File: config.mk
export PLATFORM = sky130hd
export DESIGN_NAME = mem_arbiter
export DESIGN_NICKNAME = d
export VERILOG_FILES = /design/src/rtl/cpu_mem_pkg.sv /design/src/rtl/mem_lane_unit.sv /design/src/rtl/mem_arbiter.sv
export SDC_FILE = /design/constraint.sdc
export NUM_CORES = 1
export LEC_CHECK = 0
export CAP_MARGIN = 20
export CORE_UTILIZATION = 38
export DETAILED_ROUTE_END_ITERATION = 12
export PLACE_DENSITY_LB_ADDON = 0.1
export SETUP_SLACK_MARGIN = 0.3
export SLEW_MARGIN = 10
export SYNTH_ARGS = -nofsm -noshare
export SYNTH_HDL_FRONTEND = slang
export SYNTH_SLANG_ARGS = --single-unit
File: constraint.sdc
create_clock -name clk -period 2 [get_ports clk]
set_clock_uncertainty 0.1 [all_clocks]
set_input_delay 0.2 -clock clk [delete_from_list [all_inputs] [get_ports clk]]
set_output_delay 0.2 -clock clk [all_outputs]
set_load 0.05 [all_outputs]
File: src/rtl/cpu_mem_pkg.sv
// Shared definitions for the memory arbiter: access length codes, FSM state
// encoding and the byte-lane write masks.
package cpu_mem_pkg;

    localparam logic [1:0] LEN_B = 2'd0;
    localparam logic [1:0] LEN_H = 2'd1;
    localparam logic [1:0] LEN_W = 2'd2;

    typedef enum logic [1:0] {
        ST_IDLE   = 2'd0,
        ST_ACCESS = 2'd1,
        ST_RESP   = 2'd2
    } state_t;

    localparam logic [3:0] LANES_B    = 4'b0001;
    localparam logic [3:0] LANES_H_LO = 4'b0011;
    localparam logic [3:0] LANES_H_HI = 4'b1100;
    localparam logic [3:0] LANES_W    = 4'b1111;

endpackage

File: src/rtl/mem_lane_unit.sv
// Byte-lane generation for stores, load extraction with zero/sign extension,
// and detection of misaligned or illegal-length accesses.
module mem_lane_unit
    import cpu_mem_pkg::*;
(
    input  logic [1:0]  addr_lo,
    input  logic [1:0]  len,
    input  logic        sign,
    input  logic [31:0] wdata,
    input  logic [31:0] rdata,
    output logic [3:0]  lanes,
    output logic [31:0] wdata_rep,
    output logic [31:0] rdata_ext,
    output logic        bad
);

    logic [7:0]  byte_sel;
    logic [15:0] half_sel;

    always_comb begin
        byte_sel  = rdata[{addr_lo, 3'b000} +: 8];
        half_sel  = addr_lo[1] ? rdata[31:16] : rdata[15:0];
        lanes     = '0;
        wdata_rep = wdata;
        rdata_ext = rdata;
        bad       = 1'b0;
        case (len)
            LEN_B: begin
                lanes     = LANES_B << addr_lo;
                wdata_rep = {4{wdata[7:0]}};
                rdata_ext = {{24{sign & byte_sel[7]}}, byte_sel};
            end
            LEN_H: begin
                lanes     = addr_lo[1] ? LANES_H_HI : LANES_H_LO;
                wdata_rep = {2{wdata[15:0]}};
                rdata_ext = {{16{sign & half_sel[15]}}, half_sel};
                bad       = addr_lo[0];
            end
            LEN_W: begin
                lanes = LANES_W;
                bad   = (addr_lo != 2'b00);
            end
            default: bad = 1'b1;
        endcase
    end

endmodule

File: src/rtl/mem_arbiter.sv
// Two-port arbiter onto a single-ported registered RAM with B/H/W accesses.
// Define MEM_ARB_RR_EN for round-robin arbitration; otherwise m0 has fixed priority.
module mem_arbiter
    import cpu_mem_pkg::*;
#(
    parameter int ADDR_W = 14
) (
    input  logic              clk,
    input  logic              rst_n,
    input  logic              m0_req,
    input  logic              m0_we,
    input  logic [31:0]       m0_addr,
    input  logic [31:0]       m0_wdata,
    input  logic [1:0]        m0_len,
    input  logic              m0_sign,
    output logic              m0_gnt,
    output logic              m0_rvalid,
    output logic [31:0]       m0_rdata,
    output logic              m0_err,
    input  logic              m1_req,
    input  logic              m1_we,
    input  logic [31:0]       m1_addr,
    input  logic [31:0]       m1_wdata,
    input  logic [1:0]        m1_len,
    input  logic              m1_sign,
    output logic              m1_gnt,
    output logic              m1_rvalid,
    output logic [31:0]       m1_rdata,
    output logic              m1_err,
    output logic              ram_en,
    output logic [3:0]        ram_we,
    output logic [ADDR_W-1:0] ram_addr,
    output logic [31:0]       ram_wdata,
    input  logic [31:0]       ram_rdata,
    output logic              busy,
    output logic [1:0]        state_dbg
);

    state_t            state;
    logic              win;
    logic              a_we;
    logic [ADDR_W+1:0] a_addr;
    logic [31:0]       a_wdata;
    logic [1:0]        a_len;
    logic              a_sign;
    logic              pick;
    logic [3:0]        lanes;
    logic [31:0]       wdata_rep;
    logic [31:0]       rdata_ext;
    logic              bad;
    logic              acc_ok;
    logic              acc_bad;
    logic              resp;
    logic              unused_addr_hi;

    assign unused_addr_hi = ^{m0_addr[31:ADDR_W+2], m1_addr[31:ADDR_W+2]};

`ifdef MEM_ARB_RR_EN
    logic last_m1;

    // pick = 1 selects m1; on a tie the port not served last wins
    always_comb pick = m1_req & (~m0_req | ~last_m1);

    always_ff @(posedge clk or negedge rst_n) begin
        if (!rst_n)
            last_m1 <= 1'b1;
        else if (state == ST_ACCESS)
            last_m1 <= win;
    end
`else
    always_comb pick = ~m0_req;
`endif

    always_ff @(posedge clk or negedge rst_n) begin
        if (!rst_n) begin
            state   <= ST_IDLE;
            win     <= 1'b0;
            a_we    <= 1'b0;
            a_addr  <= '0;
            a_wdata <= '0;
            a_len   <= '0;
            a_sign  <= 1'b0;
        end else begin
            case (state)
                ST_IDLE: begin
                    if (m0_req | m1_req) begin
                        win     <= pick;
                        a_we    <= pick ? m1_we : m0_we;
                        a_addr  <= pick ? m1_addr[ADDR_W+1:0] : m0_addr[ADDR_W+1:0];
                        a_wdata <= pick ? m1_wdata : m0_wdata;
                        a_len   <= pick ? m1_len : m0_len;
                        a_sign  <= pick ? m1_sign : m0_sign;
                        state   <= ST_ACCESS;
                    end
                end
                ST_ACCESS: state <= (!bad && !a_we) ? ST_RESP : ST_IDLE;
                ST_RESP:   state <= ST_IDLE;
                default:   state <= ST_IDLE;
            endcase
        end
    end

    mem_lane_unit u_lane (
        .addr_lo   (a_addr[1:0]),
        .len       (a_len),
        .sign      (a_sign),
        .wdata     (a_wdata),
        .rdata     (ram_rdata),
        .lanes     (lanes),
        .wdata_rep (wdata_rep),
        .rdata_ext (rdata_ext),
        .bad       (bad)
    );

    // All strobes decode from state and latched attributes, so reset clears them at once
    assign acc_ok  = (state == ST_ACCESS) & ~bad;
    assign acc_bad = (state == ST_ACCESS) & bad;
    assign resp    = (state == ST_RESP);

    assign m0_gnt    = acc_ok & ~win;
    assign m1_gnt    = acc_ok & win;
    assign m0_err    = acc_bad & ~win;
    assign m1_err    = acc_bad & win;
    assign m0_rvalid = resp & ~win;
    assign m1_rvalid = resp & win;
    assign m0_rdata  = m0_rvalid ? rdata_ext : '0;
    assign m1_rdata  = m1_rvalid ? rdata_ext : '0;

    assign ram_en    = acc_ok;
    assign ram_we    = (acc_ok & a_we) ? lanes : '0;
    assign ram_addr  = acc_ok ? a_addr[ADDR_W+1:2] : '0;
    assign ram_wdata = (acc_ok & a_we) ? wdata_rep : '0;

    assign busy      = (state != ST_IDLE);
    assign state_dbg = state;

endmodule

======== Word level (Yosys, flattened, before mapping) ========
Cells that the tools add are included.
storage, ports and cells
  register bits after elaboration ......... 55
  logic and storage cells ................. 56
  output and inout port bits .............. 124
  input port bits ......................... 172
cells by class
  reduce and logical (&&, ||, !) cells .... 8
  shift operators ......................... 2
  eq/ne operators ......................... 5
  mux-type cells .......................... 19
  bitwise logic cells ..................... 15
operators by type and width
  operator               number
  $mux W32               4
  $pmux W32 S2           2
  $mux W16               2
  $shiftx A32 B6 Y8      1
  $mux W14               1
  $pmux W4 S3            1
  $and A1 B1 Y1          11
  $mux W4                2
  $mux W2                3
  $eq A2 B1 Y1 const B   2
  $eq A2 B2 Y1 const B   2
  $logic_not A2 Y1       2
  $pmux W2 S2            1
  $reduce_bool A2 Y1     2
  $shl A1 B2 Y4 const A  1
  $not A1 Y1             3
  $pmux W1 S3            1
  $logic_not A1 Y1       2
  $mux W1                2
  $ne A2 B2 Y1 const B   1
  $reduce_and A2 Y1      1
  $logic_and A1 B1 Y1    1
  $or A1 B1 Y1           1

======== Longest topological paths before layout ========
Gate-level depths: netlist of run 1.
  depth in word-level cells ............... 6
  gate-level depth with buffers ........... 7
  gate-level depth less buffers ........... 4

======== By module ========
From an unflattened synthesis of run 1, not the netlist that was laid out.
unflattened totals
  cell total of the unflattened synthesis .. 497
  area total of the unflattened synthesis .. 5048.6 µm²
by module, submodules not included
  module         cells each  sequential area each (µm²)  times used  area each (µm²)
  mem_arbiter    313         1376.3                      1           3707.3
  mem_lane_unit  184         0.0                         1           1341.3

======== Worst setup path before layout of run 1 ========
No wires, ideal clock.
  path kind ............................... register to output
  start ................................... register state[0] (netlist: state_dbg[0])
  end ..................................... output ram_we[0]
  arrival ................................. 3.469 ns
  cell stages (with the launch flop) ...... 4
  data required time ...................... 1.700 ns
  path buffers ............................ 0
  setup slack ............................. -1.769 ns
  cell sequence ........................... dfrtp_1 -> nor2b_1 -> nand2_1 -> a2111oi_0
between the ends
  cells in the longest elaborated chain, start to end .. 4
ends and longest elaborated chain
  item                      line                RTL
  start: declaration        mem_arbiter.sv:39   state_t state;
  start signal: assignment  mem_arbiter.sv:96   ST_ACCESS: state <= (!bad && !a_we) ? ST_RESP : ST_IDLE;
  $eq A2 B1 Y1              mem_arbiter.sv:116  assign acc_ok = (state == ST_ACCESS) & ~bad;
  $and A1 B1 Y1             mem_arbiter.sv:116
  $and A1 B1 Y1             mem_arbiter.sv:130  assign ram_we = (acc_ok & a_we) ? lanes : '0;
  $mux W4                   mem_arbiter.sv:130
  end: declaration          mem_arbiter.sv:31   output logic [3:0] ram_we,
No other way between the ends.

======== Final worst setup path of run 1 ========
  start ................................... register a_len[1]
  end ..................................... output m1_rdata[26]
between the ends
  cells in the longest elaborated chain, start to end .. 3
  elaborated cells between the ends (all ways) .. 4
  those cells by class .................... eq/ne (1); mux (2); reduce/logical (1)
ends and longest elaborated chain
  item                                              line                 RTL
  start: declaration                                mem_arbiter.sv:44    logic [1:0] a_len;
  start signal: assignment                          mem_arbiter.sv:91    a_len <= pick ? m1_len : m0_len;
  $eq A2 B1 Y1 or $logic_not A2 Y1 (tied branches)  mem_lane_unit.sv:27  case (len)
  $pmux W32 S2 (*)                                  mem_lane_unit.sv:27
  $mux W32 (*)                                      mem_arbiter.sv:127   assign m1_rdata = m1_rvalid ? rdata_ext : '0;
  end: declaration                                  mem_arbiter.sv:28    output logic [31:0] m1_rdata,
Mark *: on every way between the ends. The rest lies on a longest branch, timed or not.

==> results of run 1 <==
cells by family after synthesis:
| group | count (synthesis) | share of synthesized area [%] |
|---|---|---|
| flip-flops | 55 | 28.3 |
| multiplexers | 147 | 33.6 |
| AO/OA/AOI/OAI | 96 | 14.2 |
| AND/OR/NAND/NOR | 144 | 17.5 |
| buffers and inverters | 58 | 6.43 |
stage by stage:
step                cells  setup TNS [ns]  total power (W)  worst slack (ns)
finish               1002          -30.66           0.0184            -0.426
global route         1002          -35.66           0.0188            -0.450
CTS                   977          -19.24           0.0159            -0.229
detailed placement    944           -5.53           0.0128            -0.182
global placement      944           -4.08           0.0125            -0.121
floorplan             500          -15.58          0.00973            -0.441
area by class of cell:
| cell class | instances | area share [%] |
|---|---|---|
| Clock buffer | 5 | 1.10 |
| Clock inverter | 3 | 0.197 |
| Inverter | 4 | 0.285 |
| Multi-Input combinational cell | 387 | 41.3 |
| Sequential cell | 55 | 12.1 |
| Tap cell | 168 | 1.84 |
| Timing Repair Buffer | 380 | 43.2 |
flip-flops by register name, indices dropped and copies added, names as in the netlist:
name and flops:
a_wdata 32, a_addr 16, a_len 2, state_dbg 2
a_sign 1, a_we 1, win 1
worst max-delay path, delay by kind of cell (launching register included):
| family | cells | cell delay [ns] |
|---|---|---|
| AND/OR/NAND/NOR | 2 | 0.45 |
| flip-flops | 1 | 0.51 |
| buffers and inverters | 2 | 0.41 |
| AO/OA/AOI/OAI | 1 | 0.44 |
repair_timing:
item	in CTS	in global routing
setup endpoints to repair	169	148
gates resized for setup	129	144
hold endpoints to repair	17	0
cloned	8	5
hold buffers	1	0
buffers inserted	16	20
pin swaps	36	43
power by group through the flow:
stage,registers (W),clock network (W),logic (W)
2_1_floorplan,0.00206,0,0.00767
3_5_place_dp,0.00222,0,0.0105
6_report,0.00250,0.000951,0.0150
3_3_place_gp,0.00217,0,0.0103
5_1_grt,0.00254,0.000980,0.0153
4_1_cts,0.00226,0.000909,0.0127
worst paths after layout:
kind | start | endpoint
max | a_len[1] | m1_rdata[26]
min in group clk | m0_req | win
max reg2reg | state_dbg[0] | a_len[1]
max in group asynchronous | rst_n | a_len[1]
min | rst_n | a_sign
min reg2reg | a_addr[9] | a_addr[9]
layout by cell type (no fill, tap or decap), types with 3 or more instances in the layout:
master           Yosys  routed
a21oi_4              0      26
a222oi_1             7       7
and3b_1              7       7
dfrtp_1             55      50
mux2_2             120      70
nand2_4              0       4
nor3_4               0      28
and2_1               7       7
buf_4                8      47
o211ai_4             0      10
a22oi_2              1       5
buf_16               0       8
a22oi_1              7       3
mux2i_4              0      10
buf_8                0       5
nor2_4               0       3
nor2b_1             19      15
mux2_4               0      50
o21ai_1              8       6
dfrtp_2              0       5
mux2i_2              0       9
nor2b_4              0       3
nand2_1             36      33
o211ai_1            22      22
clkdlybuf4s50_1      0     137
buf_12               0      74
buf_6                4      90
a21oi_2              1       3
clkbuf_16            0      21
a21oi_1             34       6
nor3b_4              0      25
mux2i_1             26       7
layer usage:
metal  track usage (%)  vias to the layer above
met3              7.43                      156
met2              57.2                      513
met4              11.7                        0
li1                  -                     2538
met1              39.7                     3103
met5                 0                        -
==> results.toml, run 1 <==
[status]
status = "finished, violations left"
violations = "setup timing"

[logic_synthesis]
synth_top_area_share_pct = 28.3
yosys-top-cells-area = "dfrtp_1 28%, mux2_2 28%, mux2i_1 5.3%"
synth_edf_count = 0
synth_top_cell_by_area = "dfrtp_1"
yosys_warnings = 0
yosys-top-cells-count = "120 x mux2_2, 55 x dfrtp_1, 36 x nand2_1, 34 x a21oi_1, 29 x nor3_1"
avgSynthCellArea_um2 = 9.73
seq_area_frac_synth_pct = 28.3
synthesis.instances = 500
synth_async_sr_flop_share_pct = 100
synth.cell_area_um2 = 4870
synth_seq_cells = 55
synth_fp_nets = 672
ys.flop_type = "dfrtp_1"
synth_cell_types = 44
yosysMostFrequentCell = "mux2_2"

[global_route]
antenna_found_initial = 0
grt_overflow = 0
grt_pass1_vias = 5857
grt_use_total_pct = 32.8
grt_pass1_wl_um = 32900
grt_max_degree = 39

[pwr]
peakVddDrop_mv = 1.43
internal-power_w = 0.00920
leakage_nw = 4.58
combPwrFrac_pct = 81.3
clkPwrFrac_pct = 5.2
powerDensity_nw_per_um2 = 1610
swShare_pct = 50.0
switchingPower_w = 0.00922
seq_power_share_pct = 13.6

[drt]
wl_um = 29300
firstDrtPassIters = 8
wire_per_inst_um = 29.2
avgViaCountPerCell = 6.30
drt-met1-wl_um = 10400
num_vias = 6310
highest_layer = "met4"
drtIter0Drc = 581
wl_met3_um = 2700
ant_nets = 0
route.met2.wl_um = 14300
drc = 0

[placed_design]
hpwl_um = 14400
placed_cell_area_um2 = 9560
place.gp.congestion = 0.897
port_buffers = 263

[cells_and_area]
nets = 1005
multi_input_area_um2 = 4710
n_fill_cell = 345
post-route-util_pct = 93.1
regArea_um2 = 1380
syn_to_final_growth_pct = 135
drive_gt1_share_pct = 62.7
antenna_cells = 0
fin_area_um2 = 11400

[clock_tree]
clock_latency_ns = 0.31
cts.path.max_buffers = 2
cts_tree = "done"
clk_pin_slew_ns = 0.09
root_buffer = "clkbuf_16"
cts_max_level = 2
cts.sinks = 55
cts-buffers-inserted = 5

[sta]
hold_ws_ns = 0.296
setup_viol = 119
slew_viol_final = 0
fin_crit_ns = 2.43
max_slew_margin_pct = 66.0
worst_pin_slew_ns = 0.509
setup_ws_ns = -0.426
period_share_pct = 121
rsz0062_at_grt = "yes"
timing.fmax_mhz = 412
final_hold_viol_count = 0

[flow_run]
drv_cap = 0

[die]
design.portCount = 296
core_um2 = 12300
dieArea_um2 = 13300
start_util_pct = 39.7
die_h_um = 115
die_x_um = 115
rows = 40

[min_path]
hp-class = "input pin to async pin"

[worst_setup_path]
ff2ff_path_depth = 8
cp-start-kind = "register"
critPathRequiredTime_ns = 1.70
critPathMaxFanout = 16
cp-end-kind = "output pin"
critical-path-max-stage-delay_ns = 0.51
path_cells = "and2b_2, buf_4, nand2_4, o211ai_1, clkbuf_16"
r2r_slack_ns = 0.13
crit_type = "register to output pin"
arrival_ns = 2.13
crit_slowest_cell = "dfrtp_2"
Power figures use the tool's default switching activity.
==> run 2: changes to the inputs <==
--- a/config.mk
+++ b/config.mk
@@ -8,6 +8,7 @@
 export CAP_MARGIN = 20
 export CORE_UTILIZATION = 38
 export DETAILED_ROUTE_END_ITERATION = 12
+export HOLD_SLACK_MARGIN = 0.1
 export PLACE_DENSITY_LB_ADDON = 0.1
 export SETUP_SLACK_MARGIN = 0.3
 export SLEW_MARGIN = 10
==> results of run 2 <==
Same layout as run 1: the final DEF is identical, and so are final timing and power.
